===== src/rtl/gpio_pad_ctrl.sv =====
// gpio_pad_ctrl: GPIO pad driver with turnaround-gapped direction FSM and synchronized, debounced input with edge pulses
module gpio_pad_ctrl #(
  parameter int SYNC_STAGES = 2,
  parameter int DEB_CYCLES = 4,
  parameter int TURN_CYCLES = 3
) (
  input  logic clk,
  input  logic reset,
  input  logic dir_req,
  input  logic dout,
  output logic busy,
  output logic din,
  output logic rise,
  output logic fall,
  output logic gpio_dir,
  output logic gpio_out,
  input  logic gpio_in
);
  typedef enum logic [1:0] {S_IN, S_OUT, S_TURN} state_t;
  localparam int TW = TURN_CYCLES > 0 ? $clog2(TURN_CYCLES + 1) : 1;
  state_t state;
  logic target;
  logic [TW-1:0] tcnt;
  logic [SYNC_STAGES-1:0] sync_q;
  logic sync, chg, freeze, din_prev;
  assign sync = sync_q[SYNC_STAGES-1];
  assign chg = (state != S_TURN) && (dir_req != (state == S_OUT));
  assign freeze = (state == S_TURN) || (chg && TURN_CYCLES > 0);
  always_ff @(posedge clk) begin
    if (reset) begin
      state <= S_IN;
      target <= 1'b0;
      tcnt <= '0;
      gpio_dir <= 1'b0;
      busy <= 1'b0;
    end else if (state == S_TURN) begin
      if (dir_req != target) begin
        target <= dir_req;
        tcnt <= TW'(TURN_CYCLES);
      end else if (tcnt == TW'(1)) begin
        state <= target ? S_OUT : S_IN;
        gpio_dir <= target;
        busy <= 1'b0;
      end else begin
        tcnt <= tcnt - 1'b1;
      end
    end else if (chg) begin
      if (TURN_CYCLES > 0) begin
        state <= S_TURN;
        target <= dir_req;
        tcnt <= TW'(TURN_CYCLES);
        gpio_dir <= 1'b0;
        busy <= 1'b1;
      end else begin
        state <= dir_req ? S_OUT : S_IN;
        gpio_dir <= dir_req;
      end
    end
  end
  always_ff @(posedge clk) begin
    if (reset) begin
      gpio_out <= 1'b0;
      sync_q <= '0;
      din_prev <= 1'b0;
      rise <= 1'b0;
      fall <= 1'b0;
    end else begin
      gpio_out <= dout;
      sync_q <= {sync_q[SYNC_STAGES-2:0], gpio_in};
      din_prev <= din;
      rise <= (state == S_IN) && din && !din_prev;
      fall <= (state == S_IN) && !din && din_prev;
    end
  end
  if (DEB_CYCLES == 0) begin : g_bypass
    assign din = sync;
  end else begin : g_deb
    localparam int DW = $clog2(DEB_CYCLES + 1);
    logic [DW-1:0] cnt;
    always_ff @(posedge clk) begin
      if (reset) begin
        cnt <= '0;
        din <= 1'b0;
      end else if (freeze || sync == din) begin
        cnt <= '0;
      end else if (cnt == DW'(DEB_CYCLES - 1)) begin
        cnt <= '0;
        din <= sync;
      end else begin
        cnt <= cnt + 1'b1;
      end
    end
  end
endmodule


===== config.mk =====
export PLATFORM = sky130hd
export DESIGN_NAME = gpio_pad_ctrl
export DESIGN_NICKNAME = d
export VERILOG_FILES = /design/src/rtl/gpio_pad_ctrl.sv
export SDC_FILE = /design/constraint.sdc
export NUM_CORES = 1
export LEC_CHECK = 0
export BUFFER_PORTS_ARGS = -buffer_cell sky130_fd_sc_hd__buf_2
export CAP_MARGIN = 20
export CORE_AREA = 2 2 51 53
export CTS_CLUSTER_SIZE = 8
export DETAILED_ROUTE_END_ITERATION = 8
export DIE_AREA = 0 0 53 55
export GPL_TIMING_DRIVEN = 0
export REMOVE_ABC_BUFFERS = 1
export SLEW_MARGIN = 5
export SYNTH_ARGS = -nofsm -noshare
export SYNTH_HDL_FRONTEND = slang
export SYNTH_SLANG_ARGS = --single-unit

===== constraint.sdc =====
create_clock -name clk -period 1.6 [get_ports clk]
set_input_delay 0.16 -clock clk [delete_from_list [all_inputs] [get_ports clk]]
set_output_delay 0.16 -clock clk [all_outputs]
set_load 0.02 [all_outputs]

==> results of run 1 <==
placed cells by master (no fill, tap or decap), types with 2 or more instances in the layout:
cell type,count
ha_1,3
nor3_1,2
nor4b_1,3
nand2_1,2
a211oi_1,2
nor2b_1,4
inv_1,6
clkbuf_4,3
dfxtp_1,14
a21oi_1,2
nand2b_1,2
buf_2,10
nor4_1,2
kinds of logic after synthesis:
| logic type | after synthesis |
|---|---|
| and+or+nand+nor | 21 |
| DFF | 15 |
| adders and majority gates | 3 |
| buffers and inverters | 10 |
| muxes | 2 |
| AOI/OAI and AO/OA | 11 |
| xor gates and xnor gates | 3 |
layout make-up:
cell class | count | area [sq um] | area share, %
multi-input cells | 40 | 335 | 43.4
clock buffers | 4 | 26.3 | 3.40
inverters | 6 | 22.5 | 2.91
repair buffers | 10 | 50.0 | 6.47
well taps | 30 | 37.5 | 4.85
flip-flops and latches | 15 | 302 | 39.0
power groups by stage:
| stage | logic [W] | registers, W | clock network (W) |
|---|---|---|---|
| after floorplan | 0.0000666 | 0.000423 | 0 |
| after global placement | 0.0000966 | 0.000419 | 0 |
| after detailed placement | 0.000100 | 0.000420 | 0 |
| after CTS | 0.000101 | 0.000411 | 0.000213 |
| after global routing | 0.000112 | 0.000417 | 0.000221 |
| final | 0.0000994 | 0.000412 | 0.000209 |
state kept, by name (all words and copies together) (netlist names):
register and count:
busy 1, gpio_out 1, din_prev 1, sync_q 2, tcnt 2, fall 1
state 1, rise 1, din 1, target 1, g_deb.cnt 3
worst max path at each step:
stage	startpoint	end	slack [ns]
after CTS	busy	tcnt[0]	0.09
final	state[0]	tcnt[0]	0.17
after global routing	state[0]	tcnt[0]	0.07
after global placement	busy	tcnt[0]	0.17
after detailed placement	busy	tcnt[0]	0.1
after floorplan	busy	tcnt[0]	0.17
layer usage:
layer	vias up	GRT usage (%)	wire length, um
met5	-	0	0
met4	0	8.97	35
met3	4	1.61	28
met2	8	14.0	499
met1	214	10.0	536
li1	252	-	-
per-stage QoR:
| step | power, W | cell area (sq um) | instances | util, % |
|---|---|---|---|---|
| detailed placement | 0.000521 | 746 | 101 | 31.5 |
| finish | 0.000720 | 773 | 105 | 32.7 |
| global placement | 0.000516 | 746 | 101 | 31.5 |
| CTS | 0.000725 | 772 | 105 | 32.6 |
| floorplan | 0.000489 | 658 | 61 | - |
| global route | 0.000750 | 773 | 105 | 32.7 |
==> metrics.txt, run 1 <==
total negative slack=0 ns; clock-pin slew on the worst setup and hold paths=0.08 ns; sequential share of the synthesized area=43.6%; dominant synthesized flop cell=dfxtp_1; Critical Path Stages=3; most frequent cell after synthesis=dfxtp_1; run status=finished, final reports clean; CP cell instances=xor2_4 -> mux2i_2 -> a2111oi_1; worst hold stages=2; Post-synth top cells=dfxtp_1, inv_1, nor2b_1, ha_1, nor4b_1; CP peak stage delay=0.57 ns; Die X=53 um; fillers=256; Setup Skew=0.00222 ns; internal cell power=0.000532 W; Area Overhead vs Synth=12.4%; mux cell area share after synthesis=3.64%; initial antenna violation count=0; VDD IR max=0.622 mV; clk_lat worst skew=0.28 ns; Synth area leaders=dfxtp_1, ha_1, xor2_4; ANT cells=0; first-pass GRT wire length=1.76 mm; Worst-Margin Slew=0.402 ns; buffer and inverter count on the worst path=0; Final setup viols=0; synthesized flop and latch total=15; clock sinks=15; Hold Path End=sync_q[0]; final setup margin=0.168 ns; CP Class=reg -> reg; Critical-path top delay cell=dfxtp_1; detailed-route DRC error count=0; pin count of the biggest net entering global routing=12; synth warn=0; total global routing overflow=0; I/O pin count=11; DRT iter0 DRCs=6; synthesized area=688 sq um; CTS Hold Bufs=0; endpoints failing hold=0; setup slack, reg-to-reg=0.17 ns; Hold Path Class=in -> reg; adder-cell area share of the yosys netlist=5.45%; Pre-antenna DRT Iters=4; pwr/cell area=931 nW/um^2; via/cell ratio=4.55; CP Data Required Time=1.76 ns; post-cts resize count=0; Placement Setup Slack=0.0981 ns; unique cell type count in the Yosys netlist=32; Arr. time, crit path=1.59 ns; share of post-route cells with drive strength above 1=26.7%; Rel. slew slack=73.2%; Max-cap violations=0; Max Freq=698 MHz; Inserted Clock Buffers=3; gr usage total=8.90%; Reg power frac=57.1%; Chip Height=55 um; Sw Pwr=0.000188 W; clock group share of total power=29.1%; syn_area_per_cell=10.6 sq um; RR Endpoint=tcnt[0]; critical path fanouts, max=9; startpoint types=flip-flop; minimum clock period=1.43 ns; critical register-to-register path startpoint=state[0]; cell family with most CP delay=flip-flops; Max Slew Vio Count=0; Synth Instances=65; Critical Path Sink Type=flip-flop; Comb pwr share=13.8%; Nets=84; Post-CTS Setup Inserts=0; largest family of logic cells by synthesized area=simple AND/OR/NAND/NOR gates; hold_ws=0.0859 ns; CTS tree=built; Initial Util=29.1%; post-synthesis simple-gate area fraction=20.4%; CORE AREA=2360 sq um; switching share of power=26.1%; post-synth top area cell=dfxtp_1; Root Driver=clkbuf_4; Synth top area share=43.6%; port bufs=10; vias in the first global route=416; Post-DP HPWL=814 um; leakage=0.315 nW; Compound-Gate Fraction of Synth Area=12.7%; ANT nets after route=0; routed wire length per instance=10.5 um; total number of vias=478; row count=18; Hold Path Origin=gpio_in; routability cong.=0.666; final period utilization=89.5%; Post-synth EDFFs=0; Routed WL=1.10 mm; die area=2920 sq um; clock buffer depth=2; ys async rst share=0%; H-Tree Depth=1; RSZ-0062 raised after global routing=no; XOR/XNOR Fraction of Synth Area=6.55%; R2R depth=3
No activity file was read; power rests on OpenSTA's default activity.
==> run 2, diff against run 1 <==
ABC_AREA = 1   (was not set)
CORE_AREA = 2 2 50 52   (was 2 2 51 53)
CTS_CLUSTER_SIZE = 16   (was 8)
DIE_AREA = 0 0 52 54   (was 0 0 53 55)
==> metrics.txt, run 2 <==
run status=finished, final reports clean (unchanged); RR Endpoint=tcnt[0] (unchanged); CP peak stage delay=0.36 ns (was 0.57 ns); Inserted Clock Buffers=3 (unchanged); dominant synthesized flop cell=dfxtp_1 (unchanged); I/O pin count=11 (unchanged); Final setup viols=0 (unchanged); storage element area=300 sq um (was 302 sq um); Post-synth top cells=inv_1, nand2_1, dfxtp_1, nor2_1, nand3_1 (was dfxtp_1, inv_1, nor2b_1, ha_1, nor4b_1); clock sinks=15 (unchanged); Rel. slew slack=85.2% (was 73.2%); DRT iter0 DRCs=2 (was 6); synthesized area=649 sq um (was 688 sq um); pwr/cell area=901 nW/um^2 (was 931 nW/um^2); Nets=109 (was 84); post-synth top area cell=dfxtp_1 (unchanged); unique cell type count in the Yosys netlist=15 (was 32); total negative slack=0 ns (unchanged); Max-cap violations=0 (unchanged); clock-pin slew on the worst setup and hold paths=0.08 ns (about the same); routability cong.=0.761 (was 0.666); via/cell ratio=4.22 (was 4.55); ANT cells=0 (unchanged); Synth Instances=86 (was 65); Initial Util=28.0% (was 29.1%); final period utilization=70.6% (was 89.5%); leakage=0.400 nW (was 0.315 nW); gr usage total=9.63% (was 8.90%); endpoints failing hold=0 (unchanged); post-synthesis simple-gate area fraction=32.0% (was 20.4%); top flop regs=g_deb.cnt: 3 flops, sync_q: 2 flops, tcnt: 2 flops (unchanged); M3 GR Usage=2.50% (was 1.61%); Hold Path Origin=dout (was gpio_in); met2 Use GR=17.1% (was 14.0%); largest family of logic cells by synthesized area=simple AND/OR/NAND/NOR gates (unchanged); die area=2810 sq um (was 2920 sq um); Pre-antenna DRT Iters=4 (unchanged); mux cell area share after synthesis=0% (was 3.64%); Chip Height=54 um (was 55 um); Compound-Gate Fraction of Synth Area=3.66% (was 12.7%); crit path launch=busy (was state[0]); total number of vias=548 (was 478); Critical-path top delay cell=dfxtp_1 (unchanged); M1 GR Usage=9.44% (was 10.0%); Synth top area share=46.2% (was 43.6%); RSZ-0062 raised after global routing=no (unchanged); port bufs=10 (unchanged); most frequent cell after synthesis=inv_1 (was dfxtp_1); gr busiest metal=met2 (unchanged); ys async rst share=0% (unchanged); Worst-Margin Slew=0.222 ns (was 0.402 ns); CORE AREA=2320 sq um (was 2360 sq um); Post-DP HPWL=888 um (was 814 um); synth warn=0 (unchanged); total global routing overflow=0 (unchanged); vias in the first global route=493 (was 416); Synth area leaders=dfxtp_1, inv_1, nand2_1 (was dfxtp_1, ha_1, xor2_4); R2R depth=7 (was 3); H-Tree Depth=1 (unchanged); critical register-to-register path startpoint=busy (was state[0]); CTS Hold Bufs=0 (unchanged); register with the most flip-flops=g_deb.cnt (unchanged); setup slack, reg-to-reg=0.47 ns (was 0.17 ns); Post-CTS Setup Inserts=0 (unchanged); syn_area_per_cell=7.55 sq um (was 10.6 sq um); CP cell instances=inv_2 -> nor2_4 -> nand3_1 -> nand2_2 -> nand2_1 -> nand2_1 -> nor2_1 (was xor2_4 -> mux2i_2 -> a2111oi_1); CP Class=reg -> reg (unchanged); leading cell type in the layout, fill and taps excluded=inv_1 (was dfxtp_1); startpoint types=flip-flop (unchanged); adder-cell area share of the yosys netlist=5.78% (was 5.45%); sequential share of the synthesized area=46.2% (was 43.6%); post-cts resize count=0 (unchanged); Post-synth EDFFs=0 (unchanged); synthesized flop and latch total=15 (unchanged); CP Data Required Time=1.78 ns (was 1.76 ns); worst hold stages=3 (was 2); fillers=254 (was 256); routed wire length per instance=8.41 um (was 10.5 um); minimum clock period=1.13 ns (was 1.43 ns); clock buffer depth=2 (unchanged); multi-input logic area=278 sq um (was 335 sq um); initial antenna violation count=0 (unchanged); XOR/XNOR Fraction of Synth Area=1.35% (was 6.55%); Area Overhead vs Synth=17.5% (was 12.4%); first-pass GRT wire length=1.90 mm (was 1.76 mm); Arr. time, crit path=1.31 ns (was 1.59 ns); critical path fanouts, max=4 (was 9); VDD IR max=0.498 mV (was 0.622 mV); detailed-route DRC error count=0 (unchanged); Routed WL=1.09 mm (was 1.10 mm); Die X=52 um (was 53 um); Setup Skew=0.000426 ns (was 0.00222 ns); Critical Path Sink Type=flip-flop (unchanged); total power=0.000688 W (was 0.000720 W); Hold Path End=gpio_out (was sync_q[0]); clk_lat worst skew=0.28 ns (about the same); Max Freq=885 MHz (was 698 MHz); Max Slew Vio Count=0 (unchanged); row count=18 (unchanged); share of post-route cells with drive strength above 1=22.0% (was 26.7%); most frequent cells in the layout=inv_1, nand2_1, dfxtp_1 (was dfxtp_1, buf_2, inv_1); Root Driver=clkbuf_4 (unchanged); pin count of the biggest net entering global routing=9 (was 12); ANT nets after route=0 (unchanged); max FFs per register=3 (unchanged); Crit path top cell by count=nand2_1; Hold Path Class=in -> reg (unchanged); CTS tree=built (unchanged)
## run 2: logic make-up after synthesis
kind of cell	count (synthesis)
AND/OR/NAND/NOR	44
buffers and inverters	19
flip-flops	15
AO/OA/AOI/OAI	4
adder cells (fa/ha/maj)	3
XOR/XNOR	1
## run 2: layout make-up
cell class	count	share of cell area (%)
multi-input cells	52	36.4
repair buffers	10	6.56
clock buffers	4	3.44
flip-flops and latches	15	39.3
inverters	19	9.34
well taps	30	4.92
## run 2: power breakdown
part	switching, W	internal (W)	total [W]
clock network	0.000109	0.0000968	0.000206
registers	0.00000777	0.000387	0.000395
logic	0.0000574	0.0000297	0.0000872
## run 2: metal layers
metal / share of wire (%) / wire length (um)
met1: 42 / 458
met3: 3.8 / 42
met2: 51 / 555
met4: 3.4 / 37
met5: 0 / 0
## run 2: stage by stage
| stage | instances | util [%] | hold slack [ns] | instance area [sq um] | worst slack, ns |
|---|---|---|---|---|---|
| floorplan | 86 | - | 0.229 | 649 | 0.442 |
| global placement | 126 | 31.8 | 0.362 | 737 | 0.514 |
| detailed placement | 126 | 31.8 | 0.371 | 737 | 0.481 |
| CTS | 130 | 32.9 | 0.0752 | 763 | 0.469 |
| global route | 130 | 32.9 | 0.0782 | 763 | 0.317 |
| finish | 130 | 32.9 | 0.0787 | 763 | 0.470 |
## run 2: worst max path at each step
stage,endpoint,slack (ns)
floorplan,tcnt[0],0.44
global placement,tcnt[1],0.51
detailed placement,tcnt[0],0.48
CTS,tcnt[0],0.47
global route,tcnt[0],0.32
finish,tcnt[0],0.47
## run 2: critical path, delay by kind of cell, from the launching register on
family,cells,cell delay [ns]
flops,1,0.36
simple gates,6,0.60
buf+inv,1,0.07
==> run 3, diff against run 2 <==
clock period = 1.15 ns   (was 1.6 ns; I/O delays follow)
==> metrics.txt, run 3 (same netlist as run 2, synthesis figures left out) <==
run status=finished, final reports clean (unchanged); Max-cap violations=0 (unchanged); Rel. slew slack=85.5% (was 85.2%); minimum clock period=1.06 ns (was 1.13 ns); leading cell type in the layout, fill and taps excluded=inv_1 (unchanged); hold_ws=0.0344 ns (was 0.0787 ns); routed wire length per instance=8.83 um (was 8.41 um); final core occ=34.9% (was 32.9%); RSZ-0062 raised after global routing=yes (was no); Max Freq=942 MHz (was 885 MHz); endpoints failing hold=0 (unchanged); Inserted Clock Buffers=3 (unchanged); share of post-route cells with drive strength above 1=31.4% (was 22.0%); total power=0.000988 W (was 0.000688 W); final period utilization=92.4% (was 70.6%); vias in the first global route=493 (unchanged); Area Overhead vs Synth=24.7% (was 17.5%); Hold Path Class=in -> reg (unchanged); pwr/cell area=1220 nW/um^2 (was 901 nW/um^2); gr usage total=9.63% (unchanged); I/O pin count=11 (unchanged); leakage=0.414 nW (was 0.400 nW); pin count of the biggest net entering global routing=9 (unchanged); port bufs=10 (unchanged); CORE AREA=2320 sq um (unchanged); Max Slew Vio Count=0 (unchanged); Setup Skew=0.00257 ns (was 0.000426 ns); clock-pin slew on the worst setup and hold paths=0.08 ns (about the same); Root Driver=clkbuf_4 (unchanged); total number of vias=558 (was 548); Pre-antenna DRT Iters=4 (unchanged); Placement Setup Slack=0.0309 ns (was 0.481 ns); DRT iter0 DRCs=6 (was 2); Routed WL=1.17 mm (was 1.09 mm); most frequent cells in the layout=inv_1, nand2_1, nor2_1 (was inv_1, nand2_1, dfxtp_1); Nets=111 (was 109); Initial Util=28.0% (unchanged); CP Data Required Time=1.33 ns (was 1.78 ns); CTS tree=built (unchanged); Post-DP HPWL=888 um (unchanged); CP Class=reg -> reg (unchanged); ANT nets after route=0 (unchanged); startpoint types=flip-flop (unchanged); VDD IR max=0.718 mV (was 0.498 mV); die area=2810 sq um (unchanged); row count=18 (unchanged); max FFs per register=3 (unchanged); detailed-route DRC error count=0 (unchanged); critical path fanouts, max=4 (unchanged); Chip Height=54 um (unchanged); Final setup viols=0 (unchanged); initial antenna violation count=0 (unchanged); H-Tree Depth=1 (unchanged); Arr. time, crit path=1.24 ns (was 1.31 ns); final setup margin=0.0880 ns (was 0.470 ns); routability cong.=0.761 (unchanged); via/cell ratio=4.23 (was 4.22); clock buffer depth=2 (unchanged); total global routing overflow=0 (unchanged); Worst-Margin Slew=0.217 ns (was 0.222 ns); Die X=52 um (unchanged); clk_lat worst skew=0.28 ns (about the same); top flop regs=g_deb.cnt: 3 flops, sync_q: 2 flops, tcnt: 2 flops (unchanged); register with the most flip-flops=g_deb.cnt (unchanged); ANT cells=0 (unchanged); Critical Path Sink Type=flip-flop (unchanged); first-pass GRT wire length=1.90 mm (unchanged); clock sinks=15 (unchanged)
run 3: cell count changes in the layout (fill, tap and decap cells not counted), moves of 2 or more:
cell / before / now
buf_4: 0 / 2
dfxtp_1: 15 / 12
dfxtp_2: 0 / 3
nand3_1: 8 / 6
nand3_2: 0 / 2
run 3: power by group:
part / leakage [nW] / internal [W] / switching [W]
registers: 0.124 / 0.000540 / 0.0000113
clock network: 0.0150 / 0.000135 / 0.000154
logic: 0.275 / 0.0000565 / 0.0000912
total: 0.414 / 0.000731 / 0.000257
run 3: metal layers:
layer / routed length (um) / share of wire [%] / track usage (%)
met1: 473 / 41 / 9.44
met2: 606 / 52 / 17.1
met3: 48 / 4.1 / 2.50
met4: 37 / 3.2 / 7.89
met5: 0 / 0 / 0
run 3: final timing paths:
| kind | startpoint | end | slack [ns] | cells past startpoint |
|---|---|---|---|---|
| worst min register to register | sync_q[0] | sync_q[1] | 0.41 | 2 |
| worst max-delay path | tcnt[0] | tcnt[0] | 0.09 | 6 |
| worst min-delay path | dout | gpio_out | 0.03 | 3 |
| worst max register to register | tcnt[0] | tcnt[0] | 0.09 | 6 |
run 3: layout make-up:
class	instances	area, sq um
multi-input cells	52	305
clock buffers	4	26.3
flip-flops and latches	15	304
well taps	30	37.5
inverters	19	71.3
repair buffers	12	65.1
fillers	250	1510
run 3: per-stage QoR:
step	std cells	cell area (sq um)	TNS, ns
after detailed placement	126	737	0
after global routing	132	810	-0.0336
after global placement	126	737	0
final	132	810	0
after CTS	130	763	0
after floorplan	86	649	-0.0152
run 3: critical path, cell delays in order (launching register included):
cell	delay, ns
dfxtp_1	0.38
ha_2	0.21
nand3_2	0.13
nand2_4	0.10
nand2_1	0.05
nand2_1	0.05
nor2_1	0.04
run 3: repair_timing:
item,4_1_cts,5_1_grt
resized for setup,0,10
endpoints found under the setup margin,0,8
hold endpoints to repair,0,0
hold buffers,0,0
buffers inserted,0,2
